File: src/rtl/fwd_hazard_ctrl.sv
// Operand-forwarding select and load-use stall generator for the pipelined 6502 core.
// Define FWD_WB_EN to track the WB stage and forward from it (fwd_sel=3); otherwise the regfile is write-through.
module fwd_hazard_ctrl (
    input  logic       clk,
    input  logic       rst,
    input  logic       id_valid,
    input  logic [1:0] id_src,
    input  logic [1:0] id_dst,
    input  logic       id_load,
    input  logic       flush,
    output logic [1:0] fwd_sel,
    output logic       stall
);

    // The load flag only matters while the writer sits in EX, so MEM/WB keep just valid+dst.
    logic       ex_v;
    logic       ex_ld;
    logic [1:0] ex_dst;
    logic       mem_v;
    logic [1:0] mem_dst;
    logic       rd_en;
    logic       ex_hit;
    logic       mem_hit;
`ifdef FWD_WB_EN
    logic       wb_v;
    logic [1:0] wb_dst;
    logic       wb_hit;
`endif

    always_comb begin
        rd_en   = id_valid && (id_src != 2'd0) && !rst;
        ex_hit  = ex_v && (ex_dst != 2'd0) && (ex_dst == id_src);
        mem_hit = mem_v && (mem_dst != 2'd0) && (mem_dst == id_src);
`ifdef FWD_WB_EN
        wb_hit  = wb_v && (wb_dst != 2'd0) && (wb_dst == id_src);
`endif
        stall   = rd_en && ex_hit && ex_ld && !flush;
        fwd_sel = 2'd0;
        // Youngest writer wins; a load still in EX cannot supply data and falls through.
        if (rd_en) begin
            if (ex_hit && !ex_ld)
                fwd_sel = 2'd1;
            else if (mem_hit)
                fwd_sel = 2'd2;
`ifdef FWD_WB_EN
            else if (wb_hit)
                fwd_sel = 2'd3;
`endif
        end
    end

    always_ff @(posedge clk) begin
        if (rst) begin
            ex_v    <= 1'b0;
            ex_ld   <= 1'b0;
            ex_dst  <= 2'd0;
            mem_v   <= 1'b0;
            mem_dst <= 2'd0;
        end else begin
            if (stall || flush) begin
                ex_v   <= 1'b0;
                ex_ld  <= 1'b0;
                ex_dst <= 2'd0;
            end else begin
                ex_v   <= id_valid;
                ex_ld  <= id_load;
                ex_dst <= id_dst;
            end
            // A flush kills what was in EX, so it never reaches MEM.
            if (flush) begin
                mem_v   <= 1'b0;
                mem_dst <= 2'd0;
            end else begin
                mem_v   <= ex_v;
                mem_dst <= ex_dst;
            end
        end
    end

`ifdef FWD_WB_EN
    always_ff @(posedge clk) begin
        if (rst) begin
            wb_v   <= 1'b0;
            wb_dst <= 2'd0;
        end else begin
            wb_v   <= mem_v;
            wb_dst <= mem_dst;
        end
    end
`endif

endmodule

File: config.mk
export PLATFORM = sky130hd
export DESIGN_NAME = fwd_hazard_ctrl
export DESIGN_NICKNAME = d
export VERILOG_FILES = /design/src/rtl/fwd_hazard_ctrl.sv
export SDC_FILE = /design/constraint.sdc
export NUM_CORES = 1
export LEC_CHECK = 0
export ABC_CLOCK_PERIOD_IN_PS = 1480
export BUFFER_PORTS_ARGS = -buffer_cell sky130_fd_sc_hd__clkbuf_2
export CAP_MARGIN = 15
export CORE_AREA = 2 2 39 41
export CTS_BUF_LIST = sky130_fd_sc_hd__clkbuf_8
export CTS_CLUSTER_SIZE = 12
export DETAILED_ROUTE_END_ITERATION = 7
export DIE_AREA = 0 0 41 43
export PLACE_DENSITY_LB_ADDON = 0.1
export SLEW_MARGIN = 30
export SYNTH_ARGS = -nofsm -noshare
export SYNTH_HDL_FRONTEND = slang
export SYNTH_SLANG_ARGS = --single-unit
File: constraint.sdc
create_clock -name clk -period 1.48 [get_ports clk]
set_input_delay 0.148 -clock clk [delete_from_list [all_inputs] [get_ports clk]]
set_output_delay 0.148 -clock clk [all_outputs]
set_load 0.005 [all_outputs]
==> results.sh <==
export IMPL_register_area_sq_um=142.6
export IMPL_netlist_area_sq_um=352.8
export IMPL_final_cell_mix="clkbuf_2, dfxtp_1, a21oi_1"
export IMPL_initial_core_util_pct=25.50
export IMPL_hold_class="primary input to register"
export IMPL_max_freq_mhz=698.7
export IMPL_crit_path_end_kind="output pin"
export IMPL_status="finished clean"
export IMPL_worst_ep_required_time_ns=1.33
export IMPL_core_area_sq_mm=0.001384
export IMPL_syn_avg_cell_area_sq_um=10.69
export IMPL_max_cap_violations=0
export IMPL_synth_cells=33
export IMPL_min_period_over_period_pct=96.71
export IMPL_total_power_mw=0.4983
export IMPL_cts_hold_buf=0
export IMPL_grt_pass1_vias=287
export IMPL_fin_ws_ns=0.04871
export IMPL_drive_gt1_share_pct=44.00
export IMPL_final_common_cell="clkbuf_2"
export IMPL_path_cells="and4bb_1 > o2bb2ai_4 > o2111a_1 > clkbuf_2"
export IMPL_synth_distinct_cells=18
export IMPL_yosys_area_top_type="dfxtp_1"
export IMPL_slowest_delay_ns=0.32
export IMPL_synth_top_area_share_pct=39.72
export IMPL_num_io_pins=12
export IMPL_whs_ns=0.1270
export IMPL_clkLatencyLatePin_ns=0.22
export IMPL_wl_per_cell_um=11.06
export IMPL_port_buffers=11
export IMPL_vias=298
export IMPL_placed_cells=60
export IMPL_synth_net_count=42
export IMPL_max_vdd_ir_drop_v=0.0004443
export IMPL_cp_top_family="compound AO/OA/AOI/OAI gates"
export IMPL_grt_ovfl_total=0
export IMPL_die_area_sq_mm=0.001763
export IMPL_crit_type="register to output pin"
export IMPL_h_tree_depth=1
export IMPL_fin_area_sq_um=498.0
export IMPL_cts_buffers=3
export IMPL_cts_tree="done"
export IMPL_slew_headroom_pct=76.54
export IMPL_tightest_slew_ns=0.3505
export IMPL_finalWeightedCongestion=0.6609
export IMPL_dp_slack_ns=0.1940
export IMPL_path_clk_slew_ns=0.04
export IMPL_startpoint_type="register"
export IMPL_fill_cells=138
export IMPL_drtIter0Drc=2
export IMPL_fin_crit_ns=1.431
export IMPL_critPathArrivalTime_ns=1.28
export IMPL_firstDrtPassIters=2
export IMPL_syn_to_final_growth_pct=41.14
export IMPL_diodes=0
export IMPL_nNetsFinal=60
export IMPL_clock_root_buffer="clkbuf_8"
export IMPL_clk_path_buf_depth=2
export IMPL_ys_top_cells_by_area="dfxtp_1, a2111oi_4, o2bb2ai_4, a21oi_1, and2_1"
export IMPL_fin_util_pct=35.99
export IMPL_grt_pass1_wl_um=1255
export IMPL_postPlaceCellArea_sq_um=427.9
export IMPL_grt_max_degree=7
export IMPL_cp_slowest_cell="dfxtp_2"
export IMPL_ys_seq_elements=7
export IMPL_skew_ns=0.003410
export IMPL_antenna_found_initial=0
export IMPL_ys_warn_count=0
export IMPL_antenna_left=0
export IMPL_drt_total_wl_um=730
export IMPL_vias_per_cell=4.515
export IMPL_leakagePower_nw=0.2253
export IMPL_die_height_um=43
export IMPL_setup_tns_ns=0
export IMPL_num_rows=14
export IMPL_final_cells=66
export IMPL_worstPathMaxFanout=4
export IMPL_die_width_um=41
export IMPL_grt_use_total_pct=10.69
export IMPL_hold_viol=0
export IMPL_crit_buf_inv=1
export IMPL_clock_sinks=7
export IMPL_dpl_hpwl_um=569.7
export IMPL_power_density_mw_per_mm2=1001
export IMPL_setup_violations=0
export IMPL_drcViolationCount=0
export IMPL_yosysSeqAreaShare_pct=39.72
export IMPL_multi_input_area_sq_um=212.7
export IMPL_drv_slew=0
export IMPL_rsz0062_at_grt="no"
-- state kept, by name (all words and copies together) (netlist names) --
register,cells
mem_v,1
mem_dst,2
ex_ld,1
ex_dst,2
ex_v,1
-- cells by family after synthesis --
logic type | count (synthesis) | share of synthesized area [%]
buf+inv | 2 | 2.128
compound gates | 9 | 30.85
simple gates | 13 | 22.34
xor+xnor | 2 | 4.965
flops | 7 | 39.72
-- Yosys cell counts --
library cell and instances:
o2bb2ai_4 1, a2111oi_4 1, inv_1 2, a211oi_2 1, o211a_1 1, xor2_1 1
and4bb_1 1, xnor2_1 1, nand3_1 2, nor3b_1 1, dfxtp_1 7, o2111a_1 1
nand2_1 3, and3b_1 1, a21oi_1 4, and2_1 3, nor2_1 1, nor2b_1 1
-- worst reg2reg max path: stages, from the launching register on --
cell and delay (ns):
dfxtp_2 0.33, and4bb_1 0.22, o2bb2ai_4 0.15, buf_4 0.14, buf_4 0.14, a2111oi_4 0.26
-- per-layer routing --
metal	up-vias	wire length, um	GRT usage, %
met4	0	0	8.000
met5	-	0	0
met2	10	350	14.06
li1	155	-	-
met3	0	53	3.141
met1	133	327	14.01
-- final cells by class --
class | count | area share, %
well taps | 16 | 4.020
multi-input cells | 24 | 42.71
inverters | 2 | 1.508
repair buffers | 13 | 14.07
clock inverters | 1 | 0.7538
clock buffers | 3 | 8.291
flip-flops and latches | 7 | 28.64
-- repair_timing --
| item | 4_1_cts | 5_1_grt |
|---|---|---|
| gates cloned | 0 | 0 |
| pin swaps | 2 | 2 |
| resized for setup | 2 | 2 |
| buffers inserted | 1 | 1 |
| setup endpoints to repair | 3 | 3 |
-- where the power goes --
part | total [mW] | internal [mW] | switching (mW)
logic | 0.0420 | 0.0194 | 0.0227
clock network | 0.256 | 0.179 | 0.0774
registers | 0.200 | 0.196 | 0.00430
-- worst paths after layout --
path | startpoint | end | slack [ns] | depth (start not counted)
worst max-delay path | ex_dst[1]$_SDFF_PP0_ | fwd_sel[0] | 0.05 | 4
worst max register to register | ex_dst[0]$_SDFF_PP0_ | ex_v$_SDFF_PP0_ | 0.14 | 5
worst min-delay path | id_dst[1] | ex_dst[1]$_SDFF_PP0_ | 0.13 | 3
worst min register to register | ex_dst[1]$_SDFF_PP0_ | mem_dst[1]$_SDFF_PP0_ | 0.46 | 1
No activity file was read; power rests on OpenSTA's default activity.
